==> config.mk <==
export PLATFORM = sky130hd
export DESIGN_NAME = axis_pkt_tx_flat
export DESIGN_NICKNAME = d
export VERILOG_FILES = /design/src/rtl/axis_pkt_pkg.sv /design/src/rtl/axis_pkt_tx_if.sv /design/src/rtl/axis_pkt_tx.sv /design/src/flat_wrapper.sv
export SDC_FILE = /design/constraint.sdc
export NUM_CORES = 1
export LEC_CHECK = 0
export CAP_MARGIN = 20
export CORE_ASPECT_RATIO = 0.75
export CORE_MARGIN = 10
export CORE_UTILIZATION = 47
export CTS_CLUSTER_DIAMETER = 150
export DETAILED_ROUTE_END_ITERATION = 8
export GPL_TIMING_DRIVEN = 0
export PLACE_DENSITY_LB_ADDON = 0.08
export SETUP_SLACK_MARGIN = 0.3
export SYNTH_ARGS = -nofsm -noshare
export SYNTH_HDL_FRONTEND = slang
export SYNTH_SLANG_ARGS = --single-unit
export TNS_END_PERCENT = 50
==> constraint.sdc <==
create_clock -name CLK -period 2.25 [get_ports CLK]
set_input_delay 0.3375 -clock CLK [delete_from_list [all_inputs] [get_ports CLK]]
set_output_delay 0.3375 -clock CLK [all_outputs]
set_load 0.05 [all_outputs]
==> src/rtl/axis_pkt_pkg.sv <==
`default_nettype none
// ============================================================================
// Module   : axis_pkt_pkg
// Purpose  : Shared types and default widths for the AXIS packet transmitter
//            and the stream FIFO benches that use it as a traffic source.
// Contents : tx_state_t      - transmitter FSM state encoding
//            C_WIDTH/C_LEN_W/C_CNT_W - default data, length, counter widths
// Revision : 1.0 - initial release
// ============================================================================
package axis_pkt_pkg;

  typedef enum logic [1:0] {
    IDLE = 2'd0,
    SEND = 2'd1,
    GAP  = 2'd2
  } tx_state_t;

  localparam int C_WIDTH = 8;
  localparam int C_LEN_W = 8;
  localparam int C_CNT_W = 16;

endpackage
`default_nettype wire

==> src/rtl/axis_pkt_tx_if.sv <==
`default_nettype none
// ============================================================================
// Module   : axis_pkt_tx_if
// Purpose  : Command channel plus AXI-Stream master channel of axis_pkt_tx.
// Signals  : Cmd_Valid/Cmd_Len/Cmd_Seed/Cmd_Ready - packet command handshake
//            Gap_Len  - inter-packet gap (only with AXIS_PKT_TX_GAP_EN)
//            M_TData/M_TValid/M_TLast/M_TReady - outgoing stream
// Modports : master - the transmitter view
//            slave  - the command source / stream sink view
// Options  : `define AXIS_PKT_TX_GAP_EN adds the Gap_Len signal
// Revision : 1.0 - initial release
// ============================================================================
interface axis_pkt_tx_if
  import axis_pkt_pkg::*;
#(
  parameter int WIDTH = C_WIDTH,
  parameter int LEN_W = C_LEN_W
);
  logic             Cmd_Valid;
  logic [LEN_W-1:0] Cmd_Len;
  logic [WIDTH-1:0] Cmd_Seed;
  logic             Cmd_Ready;
`ifdef AXIS_PKT_TX_GAP_EN
  logic [7:0]       Gap_Len;
`endif
  logic [WIDTH-1:0] M_TData;
  logic             M_TValid;
  logic             M_TLast;
  logic             M_TReady;

  modport master (
    input  Cmd_Valid, Cmd_Len, Cmd_Seed,
`ifdef AXIS_PKT_TX_GAP_EN
    input  Gap_Len,
`endif
    output Cmd_Ready,
    output M_TData, M_TValid, M_TLast,
    input  M_TReady
  );

  modport slave (
    output Cmd_Valid, Cmd_Len, Cmd_Seed,
`ifdef AXIS_PKT_TX_GAP_EN
    output Gap_Len,
`endif
    input  Cmd_Ready,
    input  M_TData, M_TValid, M_TLast,
    output M_TReady
  );
endinterface
`default_nettype wire

==> src/rtl/axis_pkt_tx.sv <==
`default_nettype none
// ============================================================================
// Module   : axis_pkt_tx
// Purpose  : AXI-Stream packet transmitter. Accepts one (length, seed)
//            command at a time and emits that many beats of incrementing
//            payload, TLast on the final beat, honouring TReady backpressure.
// Ports    : CLK, Reset   - clock, synchronous active-high reset
//            tx           - axis_pkt_tx_if.master (command + stream)
//            Busy         - FSM not in IDLE
//            Done         - one-cycle pulse after the last beat handshake
//                           (or after a zero-length command)
//            PktCount     - packets completed, wrapping
//            BeatCount    - beats transferred, wrapping
// Options  : `define AXIS_PKT_TX_GAP_EN adds a Gap_Len-cycle idle GAP state
//            after each packet
// Revision : 1.0 - initial release
// ============================================================================
module axis_pkt_tx
  import axis_pkt_pkg::*;
#(
  parameter int WIDTH = C_WIDTH,
  parameter int LEN_W = C_LEN_W,
  parameter int CNT_W = C_CNT_W
) (
  input  wire             CLK,
  input  wire             Reset,
  axis_pkt_tx_if.master   tx,
  output logic            Busy,
  output logic            Done,
  output logic [CNT_W-1:0] PktCount,
  output logic [CNT_W-1:0] BeatCount
);

  tx_state_t        r_state;
  logic [LEN_W-1:0] r_remaining;
  logic [WIDTH-1:0] r_tdata;
  logic             r_tvalid;
  logic             r_tlast;
  logic             r_done;
  logic [CNT_W-1:0] r_pkt_cnt;
  logic [CNT_W-1:0] r_beat_cnt;
`ifdef AXIS_PKT_TX_GAP_EN
  logic [7:0]       r_gap_cnt;
`endif

  logic w_handshake;
  assign w_handshake = r_tvalid && tx.M_TReady;

  always_ff @(posedge CLK) begin
    if (Reset) begin
      r_state     <= IDLE;
      r_remaining <= '0;
      r_tdata     <= '0;
      r_tvalid    <= 1'b0;
      r_tlast     <= 1'b0;
      r_done      <= 1'b0;
      r_pkt_cnt   <= '0;
      r_beat_cnt  <= '0;
`ifdef AXIS_PKT_TX_GAP_EN
      r_gap_cnt   <= '0;
`endif
    end else begin
      r_done <= 1'b0;
      case (r_state)
        IDLE: begin
          if (tx.Cmd_Valid) begin
`ifdef AXIS_PKT_TX_GAP_EN
            r_gap_cnt <= tx.Gap_Len;
`endif
            // A zero-length command is consumed and completes immediately
            // without touching the stream or the packet counter.
            if (tx.Cmd_Len == '0) begin
              r_done <= 1'b1;
            end else begin
              r_remaining <= tx.Cmd_Len;
              r_tdata     <= tx.Cmd_Seed;
              r_tvalid    <= 1'b1;
              r_tlast     <= (tx.Cmd_Len == LEN_W'(1));
              r_state     <= SEND;
            end
          end
        end

        SEND: begin
          // Data and TLast only move on a handshake, so they stay stable
          // through any number of stall cycles.
          if (w_handshake) begin
            r_beat_cnt <= r_beat_cnt + CNT_W'(1);
            if (r_tlast) begin
              r_tvalid  <= 1'b0;
              r_tlast   <= 1'b0;
              r_done    <= 1'b1;
              r_pkt_cnt <= r_pkt_cnt + CNT_W'(1);
`ifdef AXIS_PKT_TX_GAP_EN
              r_state   <= (r_gap_cnt != 8'd0) ? GAP : IDLE;
`else
              r_state   <= IDLE;
`endif
            end else begin
              r_tdata     <= r_tdata + WIDTH'(1);
              r_remaining <= r_remaining - LEN_W'(1);
              // Remaining still counts the beat just sent, so 2 means the
              // next beat is the final one.
              r_tlast     <= (r_remaining == LEN_W'(2));
            end
          end
        end

`ifdef AXIS_PKT_TX_GAP_EN
        GAP: begin
          // Entered with the full gap length loaded; the final gap cycle
          // is the one that sees a count of 1.
          r_gap_cnt <= r_gap_cnt - 8'd1;
          if (r_gap_cnt <= 8'd1) begin
            r_state <= IDLE;
          end
        end
`endif

        default: begin
          r_state <= IDLE;
        end
      endcase
    end
  end

  assign tx.Cmd_Ready = (r_state == IDLE);
  assign tx.M_TData   = r_tdata;
  assign tx.M_TValid  = r_tvalid;
  assign tx.M_TLast   = r_tlast;
  assign Busy         = (r_state != IDLE);
  assign Done         = r_done;
  assign PktCount     = r_pkt_cnt;
  assign BeatCount    = r_beat_cnt;

endmodule
`default_nettype wire

==> src/flat_wrapper.sv <==
// flat-port wrapper written by rule: the top's interface ports become plain ports
module axis_pkt_tx_flat import axis_pkt_pkg::*;
#(
  parameter int WIDTH = C_WIDTH,
  parameter int LEN_W = C_LEN_W,
  parameter int CNT_W = C_CNT_W
)
  (CLK, Reset, Busy, Done, PktCount, BeatCount, tx_Cmd_Valid, tx_Cmd_Len, tx_Cmd_Seed, tx_Cmd_Ready, tx_M_TData, tx_M_TValid, tx_M_TLast, tx_M_TReady);
  axis_pkt_tx_if #(.WIDTH(WIDTH), .LEN_W(LEN_W)) tx_i ();
  input  wire CLK;
  input  wire Reset;
  output logic Busy;
  output logic Done;
  output logic [CNT_W-1:0] PktCount;
  output logic [CNT_W-1:0] BeatCount;
  input wire logic [$bits(tx_i.Cmd_Valid)-1:0] tx_Cmd_Valid;
  input wire logic [$bits(tx_i.Cmd_Len)-1:0] tx_Cmd_Len;
  input wire logic [$bits(tx_i.Cmd_Seed)-1:0] tx_Cmd_Seed;
  output wire logic [$bits(tx_i.Cmd_Ready)-1:0] tx_Cmd_Ready;
  output wire logic [$bits(tx_i.M_TData)-1:0] tx_M_TData;
  output wire logic [$bits(tx_i.M_TValid)-1:0] tx_M_TValid;
  output wire logic [$bits(tx_i.M_TLast)-1:0] tx_M_TLast;
  input wire logic [$bits(tx_i.M_TReady)-1:0] tx_M_TReady;
  assign tx_i.Cmd_Valid = tx_Cmd_Valid;
  assign tx_i.Cmd_Len = tx_Cmd_Len;
  assign tx_i.Cmd_Seed = tx_Cmd_Seed;
  assign tx_Cmd_Ready = tx_i.Cmd_Ready;
  assign tx_M_TData = tx_i.M_TData;
  assign tx_M_TValid = tx_i.M_TValid;
  assign tx_M_TLast = tx_i.M_TLast;
  assign tx_i.M_TReady = tx_M_TReady;
  axis_pkt_tx #(.WIDTH(WIDTH), .LEN_W(LEN_W), .CNT_W(CNT_W)) u_core (.CLK(CLK), .Reset(Reset), .tx(tx_i), .Busy(Busy), .Done(Done), .PktCount(PktCount), .BeatCount(BeatCount));
endmodule
# Yosys cells after proc, flatten, opt, wreduce, memory -nomap -nowiden

Cells that the tools add are included.
W data, S select, Z words.

Register bits after elaboration: 53
Bits of input ports: 20
Output and inout bits: 45

$add $sub $neg: 4
Eq/ne operators: 8
Muxes and demuxes: 30
Reduce and logical (&&, ||, !) cells: 11

Operators by type and width:

| operator                | number |
|---|---|
| $mux W8                 | 8 |
| $add A16 B1 Y16 const B | 2 |
| $pmux W8 S2             | 2 |
| $mux W1                 | 12 |
| $reduce_and A5 Y1       | 2 |
| $add A8 B1 Y8 const B   | 1 |
| $eq A8 B1 Y1 const B    | 1 |
| $eq A8 B2 Y1 const B    | 1 |
| $logic_not A8 Y1        | 1 |
| $mux W2                 | 4 |
| $reduce_and A4 Y1       | 2 |
| $sub A8 B1 Y8 const B   | 1 |
| $ne A2 B2 Y1 const B    | 3 |
| $pmux W1 S2             | 3 |
| $ne A2 B1 Y1 const B    | 2 |
| $pmux W2 S2             | 1 |
| $reduce_bool A2 Y1      | 2 |
| $reduce_and A3 Y1       | 1 |
| $eq A2 B1 Y1 const B    | 1 |
| $logic_not A2 Y1        | 1 |
| $reduce_and A2 Y1       | 1 |
| $logic_and A1 B1 Y1     | 1 |

# Logic depth before layout (Yosys ltp)

Gate-level depths: netlist of the first run.

Depth after elaboration: 4
Mapped depth: 7
Depth with buffers taken out: 6

# Least setup slack after synthesis of the first run

Ideal clock, no wire load.

Path type: flip-flop to flip-flop
From: register u_core.r_state[0]
To: register u_core.r_pkt_cnt[15], in the netlist u_core.PktCount[15]
Library setup time: 0.070 ns
Data arrival time: 2.011 ns
Required time: 2.180 ns
Path slack: 0.169 ns
Cell stages (with the launch flop): 7
Clock period less this slack: 2.081 ns
Cell sequence: dfxtp_1 > buf_2 > nand3_2 > or2_1 > clkbuf_1 > or4_1 > a21oi_1

Word-level cells in the longest chain between the ends: 2

Ends and longest elaborated chain:

| item                        | line              | text |
|---|---|---|
| start: declaration          | axis_pkt_tx.sv:34 | `tx_state_t r_state;` |
| start signal: assignment    | axis_pkt_tx.sv:51 | `r_state <= IDLE;` |
| start signal: assignment    | axis_pkt_tx.sv:79 | `r_state <= SEND;` |
| start signal: assignment    | axis_pkt_tx.sv:97 | `r_state <= IDLE;` |
| $eq A2 B1 Y1                | axis_pkt_tx.sv:64 | `case (r_state)` |
| $reduce_and A3 Y1 (no line) | --                |  |
| end signal: assignment      | axis_pkt_tx.sv:93 | `r_pkt_cnt <= r_pkt_cnt + CNT_W'(1);` |
| end: declaration            | axis_pkt_tx.sv:40 | `logic [CNT_W-1:0] r_pkt_cnt;` |

Every way passes these cells.
A chain may end at the register's enable or synchronous reset.

# Worst setup path in the final report of the first run

From: register u_core.r_tdata[5], in the netlist u_core.tx.M_TData[5]
To: output tx_M_TData[5]

RTL lines:

| item                     | line               | text |
|---|---|---|
| start: declaration       | axis_pkt_tx.sv:36  | `logic [WIDTH-1:0] r_tdata;` |
| start signal: assignment | axis_pkt_tx.sv:76  | `r_tdata <= tx.Cmd_Seed;` |
| start signal: assignment | axis_pkt_tx.sv:100 | `r_tdata <= r_tdata + WIDTH'(1);` |
| end: declaration         | flat_wrapper.sv:20 | `output wire logic [$bits(tx_i.M_TData)-1:0] tx_M_TData;` |

No word-level cell between the ends.

==> results of run 1 <==
==> logic make-up after synthesis <==
| group | count (synthesis) | synth area share [%] |
|---|---|---|
| buffers and inverters | 28 | 4.45 |
| AO/OA/AOI/OAI | 75 | 18.8 |
| flip-flops | 51 | 39.0 |
| AND/OR/NAND/NOR | 133 | 27.0 |
| adder cells (fa/ha/maj) | 5 | 2.39 |
| XOR/XNOR | 18 | 6.03 |
| multiplexers | 6 | 2.34 |
==> stage by stage <==
stage,cells,power [µW]
final,462,2130
after global routing,462,2220
after CTS,462,2130
after detailed placement,454,1380
after global placement,454,1380
after floorplan,316,1250
==> report_power, final <==
| part | total (µW) | switching [µW] | internal, µW | leakage (µW) |
|---|---|---|---|---|
| logic | 408 | 249 | 159 | 0.000747 |
| clock network | 748 | 303 | 445 | 0.0000654 |
| registers | 974 | 38.6 | 936 | 0.000419 |
| total | 2130 | 590 | 1540 | 0.00123 |
==> placed cells by master (no fill, tap or decap), types with 4 or more instances in the layout <==
| master | synthesis | routed |
|---|---|---|
| clkdlybuf4s50_1 | 0 | 60 |
| dfxtp_1 | 51 | 40 |
| a21oi_1 | 33 | 33 |
| nor2_1 | 28 | 26 |
| nand2_1 | 24 | 24 |
| nand3_1 | 20 | 20 |
| xor2_1 | 13 | 13 |
| clkbuf_1 | 15 | 12 |
| nor3_1 | 11 | 11 |
| dfxtp_2 | 0 | 11 |
| nand4_1 | 9 | 9 |
| or3_1 | 7 | 7 |
| o32ai_1 | 7 | 7 |
| buf_2 | 6 | 6 |
| o31ai_1 | 6 | 6 |
| or4_1 | 6 | 6 |
| o21ai_0 | 6 | 6 |
| inv_1 | 5 | 5 |
| mux2i_1 | 5 | 5 |
| nor4_1 | 7 | 5 |
| xnor2_1 | 5 | 5 |
| and3_1 | 5 | 5 |
| ha_1 | 5 | 5 |
| clkbuf_8 | 0 | 5 |
| and4_1 | 4 | 4 |
==> state kept, by name, summed over array words and instances (netlist names) <==
signal,flops
u_core.Done,1
u_core.BeatCount,16
u_core.tx.M_TLast,1
u_core.tx.M_TData,8
u_core.r_remaining,8
u_core.PktCount,16
u_core.r_state,1
==> worst paths after layout <==
kind,startpoint,to,slack (ns)
max reg2reg,u_core.r_state[0],u_core.PktCount[15],0.36
min,u_core.r_remaining[7],u_core.r_remaining[7],0.47
min reg2reg,u_core.r_remaining[7],u_core.r_remaining[7],0.47
max,u_core.tx.M_TData[5],tx_M_TData[5],0.31
==> per-layer routing <==
layer / vias to the layer above / share of wire (%) / routed length (µm)
met5: - / 0 / 0
met4: 0 / 0.40 / 31
met3: 4 / 8.1 / 622
met2: 99 / 45 / 3480
met1: 1267 / 46 / 3560
li1: 1311 / - / -
==> layout make-up <==
cell class	instances	area share (%)
clock inverters	2	1.70
flip-flops and latches	51	29.2
well taps	75	2.65
plain buffers	22	2.86
clock buffers	6	2.05
inverters	6	0.636
repair buffers	63	17.9
multi-input cells	237	43.0
==> what timing repair did <==
item / 4_1_cts / 5_1_grt
endpoints found under the hold margin: 0 / 0
gates resized for setup: 9 / 14
endpoints found under the setup margin: 15 / 29
==> run_results.csv, run 1 <==
group,metric,value,unit
critical_path,cpLargestDelayFamily,"buffers and inverters",
logic_synthesis,syn_nets,341,
logic_synthesis,synth_area_leaders,"dfxtp_1 (39%), a21oi_1 (6.3%), xor2_1 (4.4%), nor2_1 (4.0%), nand3_1 (3.8%)",
placement,place.gp.congestion,0.911,
global_routing,grt_pass1_vias,2565,
cts,htree_levels,2,
global_routing,met3_usage,5.19,%
global_routing,grt_usage,16.9,%
floorplan,rows,23,
critical_path,r2r_cells,6,
floorplan,dieArea,8980,µm²
logic_synthesis,synth_common_cells,"dfxtp_1 (51), a21oi_1 (33), nor2_1 (28), nand2_1 (24), nand3_1 (20)",
cts,clk_latency,0.30,ns
min_path,hold_depth,2,
logic_synthesis,ys_warn_count,0,
critical_path,critPathMaxStageDelay,0.85,ns
global_routing,grt-ovfl-total,0,
global_routing,grtUsageMet1,22.9,%
sta,max_freq,0.517,GHz
floorplan,die-height,84.6,µm
sta,period_share,86.0,%
global_routing,grt_use_met2,25.7,%
logic_synthesis,synth_edf_count,0,
sta,rsz0062_at_grt,"yes",
routing,drtAntennaViolNets,0,
logic_synthesis,ys_seq_elements,51,
cells_and_area,finish.instance_area,3540,µm²
global_routing,grt_antenna_before_repair,0,
cells_and_area,syn2layout_area_growth,35.3,%
routing,route.vias.total,2681,
critical_path,crit_type,"flip-flop to primary output",
routing,drtIter0Drc,125,
cells_and_area,fillCellCount,474,
status,status,"completed",
sta,tightest_slew,0.789,ns
critical_path,start_kind,"flip-flop",
sta,layout_setup_ws,0.314,ns
routing,drc,0,
logic_synthesis,netlist_area,2620,µm²
sta,drv_slew,0,
global_routing,grt_max_degree,16,
placement,io_buffers,63,
cells_and_area,final_nets,411,
floorplan,chipWidth,106,µm
cts,clk_pin_slew,0.09,ns
sta,hold_ws,0.474,ns
job,maxCapViolations,0,
cts,cts.sinks,51,
routing,dr.pass1.iters,5,
logic_synthesis,ys_types,46,
sta,setup-violations-final,0,
critical_path,cp.required,1.91,ns
cells_and_area,multiInputGateArea,1520,µm²
cts,clk_path_buf_depth,2,
logic_synthesis,yosysMostFrequentCell,"dfxtp_1",
cells_and_area,ff_latch_area,1030,µm²
critical_path,path_buf_inv,1,
critical_path,cp-end-kind,"primary output",
logic_synthesis,yosysTopAreaCell,"dfxtp_1",
critical_path,critical_path_arrival,1.60,ns
floorplan,pin_count,65,
cells_and_area,drive_gt1_share,10.6,%
logic_synthesis,yosysSeqAreaShare,39.0,%
logic_synthesis,avgSynthCellArea,8.28,µm²
sta,setup_tns,0,ns
routing,routedWlPerCell,16.6,µm
cells_and_area,antenna_cells,0,
logic_synthesis,syn_inst,316,
critical_path,crit_chain,"clkdlybuf4s50_1",
logic_synthesis,async_reset_ff_share,0,%
floorplan,core,5380,µm²
power_and_ir_drop,vdd_drop_max,0.277,mV
logic_synthesis,ys.flop_type,"dfxtp_1",
routing,routed_via_density,5.80,
sta,fin_skew,0.00524,ns
cts,post-cts-setup-buffers,0,
placement,place_ws,-0.417,ns
global_routing,top_usage_layer,"met2",
sta,post-route-min-period,1.94,ns
cells_and_area,utilization,65.8,%
sta,max_slew_margin,46.9,%
cts,postCtsHoldBufs,0,
logic_synthesis,synth_top_area_share,39.0,%
sta,hold_violations,0,
power_and_ir_drop,leakage,0.00123,µW
cts,numCtsBuffers,5,
min_path,hold_path_class,"flip-flop to flip-flop",
critical_path,crit_fanout,6,
critical_path,cp_num_cells,1,
routing,drt_wl_total,7.69,mm
power_and_ir_drop,p_per_area,602,nW/µm²
cts,root_buffer,"clkbuf_8",
cts,cts_tree,"built",
placement,dp_hpwl,5.68,mm
floorplan,initial_core_util,48.6,%
placement,dpl_cell_area,3350,µm²
critical_path,slowest_stage,"clkdlybuf4s50_1",
global_routing,grt_pass1_wl,12.8,mm
No activity file was read; power rests on OpenSTA's default activity.
==> inputs of run 2 (changes only) <==
--- a/config.mk
+++ b/config.mk
@@ -13,4 +13,5 @@
 export DETAILED_ROUTE_END_ITERATION = 8
 export GPL_TIMING_DRIVEN = 0
+export HOLD_SLACK_MARGIN = 0.03
 export PLACE_DENSITY_LB_ADDON = 0.08
 export SETUP_SLACK_MARGIN = 0.3
==> constraint.sdc (replaced) <==
create_clock -name CLK -period 2.25 [get_ports CLK]
set_input_delay 0.3375 -clock CLK [delete_from_list [all_inputs] [get_ports CLK]]
set_output_delay 0.3375 -clock CLK [all_outputs]
set_load 0.01 [all_outputs]
==> run 2 against run 1 <==
Compared with the run above: routed wire length is 0.22% higher; global-route usage is 0.38 points higher; register-to-register slack better by 0.06 ns; final area is 0.39% higher; clock skew is 0.0030 ns lower; worst hold slack worse by 0.020 ns; critical path type is now input pin to flip-flop; highest routed layer unchanged.
==> run_results.csv, run 2 (same netlist as run 1, synthesis figures left out) <==
group,metric,value,unit
placement,place_ws,-0.431,ns
routing,routedWlPerCell,16.7,µm
sta,layout_setup_ws,0.387,ns
placement,dpl_cell_area,3340,µm²
routing,drtIter0Drc,172,
global_routing,grt-ovfl-total,0,
sta,period_share,82.8,%
sta,setup_tns,0,ns
cts,postCtsHoldBufs,0,
cells_and_area,final_nets,411,
placement,io_buffers,63,
sta,tightest_slew,0.767,ns
power_and_ir_drop,p_per_area,563,nW/µm²
routing,drc,0,
floorplan,rows,23,
cts,cts_tree,"built",
power_and_ir_drop,finalPower,2000,µW
floorplan,chipWidth,106,µm
critical_path,crit_fanout,10,
power_and_ir_drop,leakage,0.00121,µW
min_path,hold_path_class,"input pin to flip-flop",
cts,clk_path_buf_depth,2,
sta,max_freq,0.537,GHz
critical_path,cp.required,2.46,ns
sta,rsz0062_at_grt,"yes",
cells_and_area,finish.instance_area,3550,µm²
floorplan,core,5380,µm²
routing,route.vias.total,2694,
cts,clk_pin_slew,0.09,ns
global_routing,grt_usage,17.3,%
cts,htree_levels,2,
critical_path,crit_type,"input pin to flip-flop",
cts,root_buffer,"clkbuf_8",
cells_and_area,utilization,66.0,%
job,maxCapViolations,0,
cts,clk_latency,0.31,ns
floorplan,die-height,84.6,µm
cells_and_area,antenna_cells,0,
critical_path,cp-end-kind,"flip-flop",
sta,post-route-min-period,1.86,ns
sta,max_slew_margin,48.4,%
sta,fin_skew,0.00221,ns
floorplan,initial_core_util,48.6,%
cells_and_area,syn2layout_area_growth,35.8,%
critical_path,critical_path_arrival,2.07,ns
global_routing,grt_antenna_before_repair,0,
cells_and_area,final_cell_mix,"clkdlybuf4s50_1 (61), dfxtp_1 (51), a21oi_1 (33)",
cells_and_area,drive_gt1_share,8.79,%
routing,dr.pass1.iters,5,
routing,drt_wl_total,7.71,mm
sta,hold_violations,0,
cells_and_area,final_common_cell,"clkdlybuf4s50_1",
global_routing,grt_max_degree,16,
sta,drv_slew,0,
floorplan,pin_count,65,
floorplan,dieArea,8980,µm²
routing,drtAntennaViolNets,0,
status,status,"completed",
cts,numCtsBuffers,5,
global_routing,grt_pass1_wl,13.0,mm
cts,cts.sinks,51,
routing,routed_via_density,5.83,
cells_and_area,fillCellCount,485,
placement,dp_hpwl,5.59,mm
global_routing,grt_pass1_vias,2616,
sta,setup-violations-final,0,
critical_path,start_kind,"input pin",
power_and_ir_drop,vdd_drop_max,0.357,mV
placement,place.gp.congestion,0.923,
[run 2: cell count changes in the layout (fill, tap and decap cells not counted), moves of 2 or more]
cell,delta
buf_2,-2
nor2_2,-2
nor2_4,+2
clkbuf_4,-2
dfxtp_2,-11
clkbuf_1,-3
buf_6,+2
clkbuf_2,+2
dfxtp_1,+11
[run 2: worst paths after layout]
kind / start / end / slack, ns / cells after the start
max: tx_Cmd_Len[1] / u_core.tx.M_TData[3] / 0.39 / 6
min: tx_M_TReady / u_core.Done / 0.45 / 3
max reg2reg: u_core.BeatCount[3] / u_core.BeatCount[15] / 0.42 / 5
min reg2reg: u_core.r_remaining[7] / u_core.r_remaining[7] / 0.47 / 2
[run 2: area by class of cell]
cell class / instances / area [µm²] / area share, %
multi-input combinational: 237 / 1540 / 43.5
sequential: 51 / 1020 / 28.7
timing repair buffer: 63 / 636 / 17.9
buffer: 22 / 116 / 3.27
tap: 75 / 93.8 / 2.64
clock buffer: 6 / 82.6 / 2.32
clock inverter: 2 / 35.0 / 0.986
inverter: 6 / 25.0 / 0.704
[run 2: through the flow]
step | hold slack, ns | instances
final | 0.454 | 462
after global placement | 0.457 | 454
after floorplan | 0.439 | 316
after detailed placement | 0.459 | 454
after global routing | 0.503 | 462
after CTS | 0.454 | 462
[run 2: repair_timing]
item | in CTS | in global routing
setup buffers | 0 | 0
setup endpoints to repair | 14 | 21
pin swaps | 0 | 0
resized for setup | 8 | 25
[run 2: report_power, final]
group	switching [µW]	internal, µW	leakage [µW]
Combinational	190	165	0.000734
Clock	312	360	0.0000612
Sequential	39.5	935	0.000414
[run 2: critical path, stage by stage]
cell and delay (ns):
clkdlybuf4s50_1 0.51, nor4_4 0.45, a21bo_2 0.24, buf_2 0.25, a22oi_1 0.13, o32ai_1 0.16
[run 2: metal layers]
layer,share of wire [%],up-vias,GRT usage [%]
met5,0,-,0
li1,-,1319,-
met2,44,100,26.1
met4,1.2,0,5.15
met1,46,1263,22.3
met3,8.3,12,6.41
